### src/rtl/product_serializer.sv
// Product-word serializer: buffers finished multiplier products in a small word FIFO
// and streams each one out LS byte first on an 8-bit valid/ready beat bus.
module product_serializer #(
    parameter int DATA_W = 16,
    parameter int BYTE_W = 8,
    parameter int DEPTH  = 2
) (
    input  logic              clk,
    input  logic              aclr_n,
    input  logic              clk_ena,
    input  logic              sclr_n,
    input  logic              load,
    input  logic [DATA_W-1:0] datain,
    output logic              load_ready,
    output logic [BYTE_W-1:0] byte_out,
    output logic              byte_valid,
    input  logic              byte_ready,
    output logic              last,
    output logic              overflow
);

    localparam int NB = DATA_W / BYTE_W;
    localparam int AW = $clog2(DEPTH);
    localparam int CW = AW + 1;
    localparam int IW = (NB > 1) ? $clog2(NB) : 1;

    typedef enum logic {
        IDLE,
        SEND
    } state_t;

    state_t          state_q, state_d;
    logic [AW-1:0]   wr_ptr_q, wr_ptr_d;
    logic [AW-1:0]   rd_ptr_q, rd_ptr_d;
    logic [CW-1:0]   count_q, count_d;
    logic [IW-1:0]   byte_idx_q, byte_idx_d;
    logic            overflow_q, overflow_d;
    logic [DATA_W-1:0] mem_q [DEPTH];

    logic                         full;
    logic                         push;
    logic                         beat;
    logic                         pop_word;
    logic                         idx_at_last;
    logic [NB-1:0][BYTE_W-1:0]    head_bytes;

    assign full        = (count_q == CW'(DEPTH));
    assign load_ready  = !full;
    assign byte_valid  = (state_q == SEND);
    assign idx_at_last = (byte_idx_q == IW'(NB - 1));
    assign last        = byte_valid && idx_at_last;
    assign head_bytes  = mem_q[rd_ptr_q];
    assign byte_out    = byte_valid ? head_bytes[byte_idx_q] : '0;
    assign overflow    = overflow_q;

    assign push     = clk_ena && sclr_n && load && load_ready;
    assign beat     = clk_ena && sclr_n && byte_valid && byte_ready;
    assign pop_word = beat && idx_at_last;

    always_ff @(posedge clk or negedge aclr_n) begin
        if (!aclr_n) begin
            state_q    <= IDLE;
            wr_ptr_q   <= '0;
            rd_ptr_q   <= '0;
            count_q    <= '0;
            byte_idx_q <= '0;
            overflow_q <= 1'b0;
        end else begin
            state_q    <= state_d;
            wr_ptr_q   <= wr_ptr_d;
            rd_ptr_q   <= rd_ptr_d;
            count_q    <= count_d;
            byte_idx_q <= byte_idx_d;
            overflow_q <= overflow_d;
        end
    end

    // Storage needs no reset: a slot is only read after it has been written.
    always_ff @(posedge clk) begin
        if (push) begin
            mem_q[wr_ptr_q] <= datain;
        end
    end

    always_comb begin
        state_d    = state_q;
        wr_ptr_d   = wr_ptr_q;
        rd_ptr_d   = rd_ptr_q;
        count_d    = count_q;
        byte_idx_d = byte_idx_q;
        overflow_d = overflow_q;

        if (clk_ena) begin
            if (!sclr_n) begin
                state_d    = IDLE;
                wr_ptr_d   = '0;
                rd_ptr_d   = '0;
                count_d    = '0;
                byte_idx_d = '0;
                overflow_d = 1'b0;
            end else begin
                if (push) begin
                    wr_ptr_d = wr_ptr_q + 1'b1;
                end
                if (load && !load_ready) begin
                    overflow_d = 1'b1;
                end
                if (beat) begin
                    if (idx_at_last) begin
                        byte_idx_d = '0;
                        rd_ptr_d   = rd_ptr_q + 1'b1;
                    end else begin
                        byte_idx_d = byte_idx_q + 1'b1;
                    end
                end
                count_d = count_q + CW'(push) - CW'(pop_word);
                // SEND exactly while a word is held, so consecutive words stream without a bubble.
                state_d = (count_d != '0) ? SEND : IDLE;
            end
        end
    end

endmodule

### config.mk
export PLATFORM = sky130hd
export DESIGN_NAME = product_serializer
export DESIGN_NICKNAME = d
export VERILOG_FILES = /design/src/rtl/product_serializer.sv
export SDC_FILE = /design/constraint.sdc
export NUM_CORES = 1
export LEC_CHECK = 0
export CORE_MARGIN = 4
export CORE_UTILIZATION = 25
export DETAILED_ROUTE_END_ITERATION = 10
export SLEW_MARGIN = 10
export SYNTH_ARGS = -nofsm -noshare
export SYNTH_HDL_FRONTEND = slang
export SYNTH_SLANG_ARGS = --single-unit
### constraint.sdc
create_clock -name clk -period 2.25 [get_ports clk]
set_input_delay 0.45 -clock clk [delete_from_list [all_inputs] [get_ports clk]]
set_output_delay 0.45 -clock clk [all_outputs]
set_load 0.01 [all_outputs]
==> Word level (Yosys, flattened, before mapping) <==
Memory sizes are Yosys's and may differ from the RTL's.
Index checks and enable logic that the tools add are counted.
{ "word_totals": {"out_inout_bits": 12, "ram_bits": 32, "wordCells": 50, "reg_bits": 7, "n_memories": 1, "in_bits": 22} }
{ "memory_table": {"columns": ["name", "words", "word_bits", "rd", "rd_ports_with_merged_regs", "write_ports", "line_no", "source"], "rows": [
  ["mem_q", 2, 16, 1, 0, 1, "38", "logic [DATA_W-1:0] mem_q [DEPTH];"]
]} }
{ "op_classes": {"add_sub_neg": 5, "n_eq_ne": 5, "n_lt_le_gt_ge": 1, "n_reduce_logical": 14, "n_mux": 18} }
{ "op_table": {"columns": ["op", "count"], "rows": [
  ["2-to-1 mux 8 bit", 3],
  ["2-to-1 mux 1 bit", 14],
  ["logical AND 1 bit", 8],
  ["!= test 2 x 1 -> 1 bit (second input constant)", 4],
  ["AND reduction 2 bit", 3],
  ["adder 1 bit (second input constant)", 3],
  ["AND reduction 3 bit", 1],
  ["adder 2 x 1 -> 2 bit", 1],
  ["== test 2 bit (second input constant)", 1],
  ["< comparator 1 x 2 -> 1 bit (second input constant)", 1],
  ["2-to-1 mux 2 bit", 1],
  ["nonzero test 2 bit", 1],
  ["subtractor 2 x 1 -> 2 bit", 1],
  ["zero test 1 bit", 1]
]} }

==> Longest topological paths before layout <==
Gate-level depths: netlist of run 1.
{ "depth": {"ltp_word": 8, "ltp_mapped": 9, "depth_no_buf": 8} }

==> Worst setup path after synthesis of run 1 <==
Ideal clock, no wire load.
{ "synth_timing": {"path_kind": "input to register", "from": "input port sclr_n", "to": "register state_q, in the netlist byte_valid", "t_required_ns": 2.119, "n_path_buf": 0, "setup_time_ns": 0.131, "t_arrival_ns": 1.769, "slack_ns": 0.350, "cell_stages": 8, "cell_sequence": "and2_1 -> nand3_1 -> ha_1 -> inv_1 -> ha_1 -> xnor2_1 -> nor4b_1 -> nor3_1"} }
{ "synth_via": {"elab_chain_cells": 8, "word_cells_on_any_way": 11, "cone_classes": "add/sub (2); mux (2); reduce/logical (7)"} }
{ "synth_lines": {"columns": ["element", "line_no", "source"], "rows": [
  ["start, declared", "11", "input logic sclr_n,"],
  ["logical AND 1 bit", "56, 57", null],
  ["logical AND 1 bit, on equally long branches (2 in series)", "56, 57", null],
  ["adder 2 x 1 -> 2 bit / logical AND 1 bit (equally long branches)", "116, 58", null],
  ["subtractor 2 x 1 -> 2 bit", "116", "count_d = count_q + CW'(push) - CW'(pop_word);"],
  ["nonzero test 2 bit", "118", "state_d = (count_d != '0) ? SEND : IDLE;"],
  ["2-to-1 mux 1 bit", "118", null],
  ["2-to-1 mux 1 bit *", "94", "if (!sclr_n) begin"],
  ["end signal, assigned", "69", "state_q <= state_d;"],
  ["end, declared", "32", "state_t state_q, state_d;"]
]} }
Mark *: on every way between the ends. The rest lies on a longest branch, timed or not.
A chain may end at the register's enable or synchronous reset.

==> Worst setup path after layout of run 1 <==
{ "layout_timing": {"from": "register rd_ptr_q", "to": "output port byte_out[7]"} }
{ "layout_via": {"elab_chain_cells": 4} }
{ "layout_lines": {"columns": ["element", "line_no", "source"], "rows": [
  ["start, declared", "34", "logic [AW-1:0] rd_ptr_q, rd_ptr_d;"],
  ["start signal, assigned", "71", "rd_ptr_q <= rd_ptr_d;"],
  ["memory (2 x 16 bit)", null, null],
  ["2-to-1 mux 8 bit (not written as such) (2 in series)", "53", "assign byte_out = byte_valid ? head_bytes[byte_idx_q] : '0;"],
  ["2-to-1 mux 8 bit", "53", null],
  ["end, declared", "15", "output logic [BYTE_W-1:0] byte_out,"]
]} }
No other way between the ends. The select of a mux whose other input is x is not followed.

==> metrics.md, run 1 <==
| Metric | Value |
|---|---|
| Status | complete, no violations |
| Yosys cell types | 24 |
| # resized after CTS | 8 |
| Crit path time final | 2.166 ns |
| Layout cells sized above 1 | 23.97% |
| # setup viols final | 0 |
| Worst vdd ir | 0.0003796 V |
| First-pass DRT Iterations | 4 |
| RSZ-0062 raised after global routing | false |
| Hold Vio Cnt, Final | 0 |
| Initial Utilization | 26.51% |
| Num rows | 28 |
| Net count after synthesis | 117 |
| Critical Path AT | 1.72 ns |
| Reg2Reg Depth | 9 |
| Setup slack after layout | 0.08396 ns |
| Syn Area/Cell | 17.27 um2 |
| Port bufs | 33 |
| Core Area | 6061 um2 |
| Largest net degree at the start of global routing | 13 |
| Layout Cells excl Fill | 221 |
| Top cells by area, synth | edfxtp_1, mux4_2, dfrtp_1, and2_1, ha_1 |
| Chip width | 88.17 um |
| Worst r2r src | byte_idx_q$_DFFE_PN0P_ |
| Antenna-violating nets left | 0 |
| Power Density | 720.9 nW/um2 |
| Register clock-pin slew on the reported worst setup and hold paths | 0.07 ns |
| # diodes | 0 |
| TritonCTS buffer count | 5 |
| Final hold slack | 0.4339 ns |
| Area leader, netlist | edfxtp_1 |
| Total Routing Usage GR | 8.946% |
| Reg2Reg Setup Slack | 0.19 ns |
| Yosys warns | 0 |
| Syn Inst Count | 93 |
| Vias | 983 |
| Crit share post-route | 96.27% |
| DP HPWL | 2.488 mm |
| Routed len/inst | 14.46 um |
| Layout Nets | 169 |
| CTS Root Cell | clkbuf_8 |
| Met2 Use GR | 15.70% |
| WS Path Type | flip-flop to primary output |
| DRC | 0 |
| Worst hold-check path type | input port to async pin |
| Synthesis-to-finish area growth | 37.62% |
| Filler cell count | 577 |
| GRT Residual Overflow | 0 |
| DRT iter0 DRCs | 44 |
| Yosys reg bits | 39 |
| CTS tree | yes |
| Setup crit end kind | primary output |
| Synth Cell Area | 1607 um2 |
| Slew margin rel. | 76.81% |
| Clock Latency Late Sink | 0.28 ns |
| Clock Path Buffers | 2 |
| Vias in the first global route | 1,056 |
| H-tree Lvls | 2 |
| Die area | 7773 um2 |
| Critical Path Fanout Max | 3 |
| Worst R2R End | byte_valid$_DFFE_PN0P_ |
| Busiest grt layer | met2 |
| Max-cap viol count | 0 |
| Skew final | 0.007039 ns |
| Leak | 0.0008076 uW |
| Place WS | -0.2087 ns |
| Clock Sinks | 39 |
| Global-route wire length before repair | 5.009 mm |
| GR Util met1 | 9.697% |
| Post-CTS Setup Repair Bufs | 0 |
| Initial antenna violation count | 0 |
| I/O pin total | 34 |
| Critical path startpoint category | flip-flop |
| Total Wirelength | 3.196 mm |
| Worst EP required | 1.80 ns |
| M3 GR Usage | 3.575% |
| Routed vias/inst | 4.448 |
| Slew @ Worst Pin | 0.3468 ns |
| Post-synth top area share | 59.81% |
| Seq/Total Area, Yosys | 70.72% |
| Hold_buf cts | 0 |
| Max-slew violation count | 0 |
| Max Clock Freq | 0.4617 GHz |
| Placed insts | 213 |
| Die Y | 88.17 um |
| Placer Congestion | 0.7560 |
[critical path, cell delays in order, from the launching register on]
cell and delay, ns:
dfrtp_1 0.41, buf_6 0.14, mux4_2 0.48, and2_1 0.18, clkdlybuf4s15_1 0.23
[layout by cell type, fill, tap and decap left out, types with 3 or more instances in the layout]
cell,n
edfxtp_1,32
clkdlybuf4s50_1,25
buf_4,13
and2_1,10
mux4_2,8
dfrtp_1,7
clkbuf_8,6
nand2_1,4
nand3_1,4
nor2_1,4
clkdlybuf4s15_1,4
clkbuf_2,4
inv_1,3
o21ai_0,3
[worst max-delay path by stage]
stage / cells past startpoint / start / slack (ns) / to
5_1_grt: 4 / rd_ptr_q$_DFFE_PN0P_ / 0.003 / byte_out[0]
6_report: 4 / rd_ptr_q$_DFFE_PN0P_ / 0.08 / byte_out[7]
3_5_place_dp: 9 / sclr_n / -0.21 / byte_valid$_DFFE_PN0P_
2_1_floorplan: 8 / sclr_n / 0.35 / byte_valid$_DFFE_PN0P_
4_1_cts: 4 / rd_ptr_q$_DFFE_PN0P_ / -0.01 / byte_out[5]
3_3_place_gp: 9 / sclr_n / -0.09 / byte_valid$_DFFE_PN0P_
[where the power goes]
group,total (uW),internal [uW],switching [uW]
Clock,467,247,220
Sequential,852,824,27.6
Combinational,275,166,109
Total,1590,1240,357
[per-layer routing]
metal	vias up	wire [um]
met1	486	1270
met2	31	1690
met3	5	205
li1	461	-
met5	-	0
met4	0	30
[flip-flops by register name (all words and copies together), names as in the netlist]
| signal | count |
|---|---|
| byte_idx_q | 1 |
| byte_valid | 1 |
| count_q | 2 |
| mem_q | 32 |
| overflow | 1 |
| rd_ptr_q | 1 |
| wr_ptr_q | 1 |
[per-stage QoR]
step / util [%] / setup TNS [ns] / power, uW / instance area, um2
4_1_cts: 36.58 / -0.02367 / 1619 / 2217
2_1_floorplan: - / 0 / 999.3 / 1607
3_5_place_dp: 35.24 / -0.2723 / 1154 / 2136
6_report: 36.48 / 0 / 1594 / 2211
3_3_place_gp: 35.24 / -0.09223 / 1144 / 2136
5_1_grt: 36.48 / 0 / 1670 / 2211
[cell usage after synthesis (all sizes together)]
| master | count |
|---|---|
| a21boi | 1 |
| a21oi | 1 |
| a22o | 1 |
| and2 | 10 |
| buf | 2 |
| clkbuf | 1 |
| dfrtp | 7 |
| edfxtp | 32 |
| ha | 2 |
| inv | 3 |
| mux2i | 2 |
| mux4 | 8 |
| nand2 | 4 |
| nand2b | 1 |
| nand3 | 4 |
| nor2 | 4 |
| nor3 | 1 |
| nor4b | 2 |
| o21ai | 3 |
| o21ba | 1 |
| o22a | 1 |
| o311ai | 1 |
| xnor2 | 1 |
[kinds of logic after synthesis]
| logic type | synth area share [%] |
|---|---|
| and+or+nand+nor | 8.800 |
| DFF | 70.72 |
| muxes | 12.46 |
| xor gates and xnor gates | 0.5453 |
| AOI/OAI and AO/OA | 3.972 |
| adders and majority gates | 1.557 |
| buffers and inverters | 1.946 |
[cell type report]
class / count / area, um2 / area share, %
Tap cell: 75 / 93.84 / 4.244
Sequential cell: 39 / 1136 / 51.39
Clock buffer: 7 / 86.33 / 3.905
Clock inverter: 1 / 5.005 / 0.2264
Multi-Input combinational cell: 48 / 439.2 / 19.86
Inverter: 3 / 11.26 / 0.5093
Timing Repair Buffer: 48 / 439.2 / 19.86
Power figures use the tool's default switching activity.
==> run 2, diff against run 1 <==
Settings changed: PLACE_DENSITY from default to 0.47.
==> metrics.md, run 2 (synthesized netlist as in run 1, its figures left out) <==
| Metric | Value |
|---|---|
| Final hold slack | 0.4186 ns |
| Worst hold-check path type | input port to async pin |
| Placer Congestion | 0.7765 |
| Vias in the first global route | 1,070 |
| Largest net degree at the start of global routing | 17 |
| Sequential cell area | 1136 um2 |
| Layout cells sized above 1 | 31.13% |
| Hold Vio Cnt, Final | 0 |
| Chip width | 88.17 um |
| Leak | 0.0008605 uW |
| CP max stage cell | mux4_2 |
| GRT Residual Overflow | 0 |
| Clock Sinks | 39 |
| Skew final | 0.003359 ns |
| # diodes | 0 |
| Area after DPL | 2168 um2 |
| Num rows | 28 |
| Top routing layer in use | met4 |
| CTS tree | yes |
| Placed insts | 214 |
| Cells along the critical path | buf_12 > buf_8 > mux4_2 > and2_4 > buf_2 |
| TritonCTS buffer count | 5 |
| Die Y | 88.17 um |
| Clock Path Buffers | 2 |
| CTS Root Cell | clkbuf_8 |
| Finished Core Util | 38.13% |
| Vias | 1,009 |
| Total Routing Usage GR | 9.173% |
| Critical Path AT | 1.72 ns |
| Max Clock Freq | 0.4601 GHz |
| Hold_buf cts | 0 |
| Die area | 7773 um2 |
| WS Path Type | flip-flop to primary output |
| Clock Latency Late Sink | 0.29 ns |
| Crit path time final | 2.173 ns |
| First-pass DRT Iterations | 4 |
| Max stage delay on crit path | 0.48 ns |
| Met2 Wirelength | 1.609 mm |
| RSZ-0062 raised after global routing | true |
| Critical Path Fanout Max | 4 |
| # setup viols final | 0 |
| WP buf/inv | 3 |
| Routed met3 length | 201 um |
| DP HPWL | 2.304 mm |
| Max reg flops | 32 |
| Antenna-violating nets left | 0 |
| Routed len/inst | 14.38 um |
| Power Density | 756.8 nW/um2 |
| Initial antenna violation count | 0 |
| Routed vias/inst | 4.465 |
| I/O pin total | 34 |
| Max-cap viol count | 0 |
| Multi-input logic area | 454.2 um2 |
| Max-slew violation count | 0 |
| Port bufs | 33 |
| DRT iter0 DRCs | 45 |
| M1 wire length | 1.383 mm |
| Register clock-pin slew on the reported worst setup and hold paths | 0.08 ns |
| Slew @ Worst Pin | 0.3332 ns |
| Global-route wire length before repair | 5.175 mm |
| Initial Utilization | 26.51% |
| Layout Cells excl Fill | 226 |
| DRC | 0 |
| Crit share post-route | 96.60% |
| Critical path startpoint category | flip-flop |
| Biggest regs | mem_q x32, count_q x2 |
| Layout Nets | 174 |
| Core Area | 6061 um2 |
| Setup crit end kind | primary output |
| Synthesis-to-finish area growth | 43.85% |
| Kind of cell adding the most delay to the critical path | multiplexers |
| Largest Register | mem_q |
| Worst EP required | 1.80 ns |
| Status | complete, no violations |
| H-tree Lvls | 2 |
| Total Wirelength | 3.249 mm |
| Commonest cells after routing, fill and taps aside | edfxtp_1, clkdlybuf4s50_1, buf_4, mux4_2 |
| Worst vdd ir | 0.0004562 V |
| Filler cell count | 562 |
| Slew margin rel. | 77.72% |
| Finished Cell Area | 2311 um2 |
| Commonest non-fill, non-tap cell in the layout | edfxtp_1 |
==> run 2: per-stage QoR <==
stage               total power, uW  setup WS (ns)   TNS, ns
finish                         1749        0.07656         0
global route                   1840       -0.01351  -0.01351
CTS                            1771       -0.03589  -0.09922
detailed placement             1159        -0.1948   -0.2154
global placement               1154       -0.09908  -0.09908
floorplan                     999.3         0.3500         0
==> run 2: power by group <==
group | internal [uW] | switching (uW)
Combinational | 194 | 116
Clock | 336 | 254
Sequential | 824 | 25.4
==> run 2: area by class of cell <==
class	instances	share of cell area (%)
Timing Repair Buffer	53	21.60
Tap cell	75	4.061
Sequential cell	39	49.16
Clock inverter	3	2.057
Clock buffer	5	2.978
Multi-Input combinational cell	48	19.65
Inverter	3	0.4873
==> run 2: layer usage <==
layer  global-route usage (%)  vias up
met5                        0        -
met4                    4.808        0
li1                         -      473
met2                    14.62       35
met3                    2.916        6
met1                    11.09      495
==> run 2: path summary, 6_finish.rpt <==
kind                                         from                endpoint  slack [ns]  cells past startpoint
max                          rd_ptr_q$_DFFE_PN0P_             byte_out[1]        0.08                      5
min                                        aclr_n  count_q[1]$_DFFE_PN0P_        0.42                      1
max reg2reg                byte_idx_q$_DFFE_PN0P_  byte_valid$_DFFE_PN0P_        0.34                      9
min reg2reg                  wr_ptr_q$_DFFE_PN0P_    wr_ptr_q$_DFFE_PN0P_        0.50                      1
max in group asynchronous                  aclr_n    overflow$_DFFE_PN0P_        1.59                      1
min in group clk             wr_ptr_q$_DFFE_PN0P_    wr_ptr_q$_DFFE_PN0P_        0.50                      1
==> run 2: what timing repair did <==
item,4_1_cts,5_1_grt
resized for setup,24,11
setup endpoints to repair,8,6
setup buffers,4,0
pin swaps,0,1
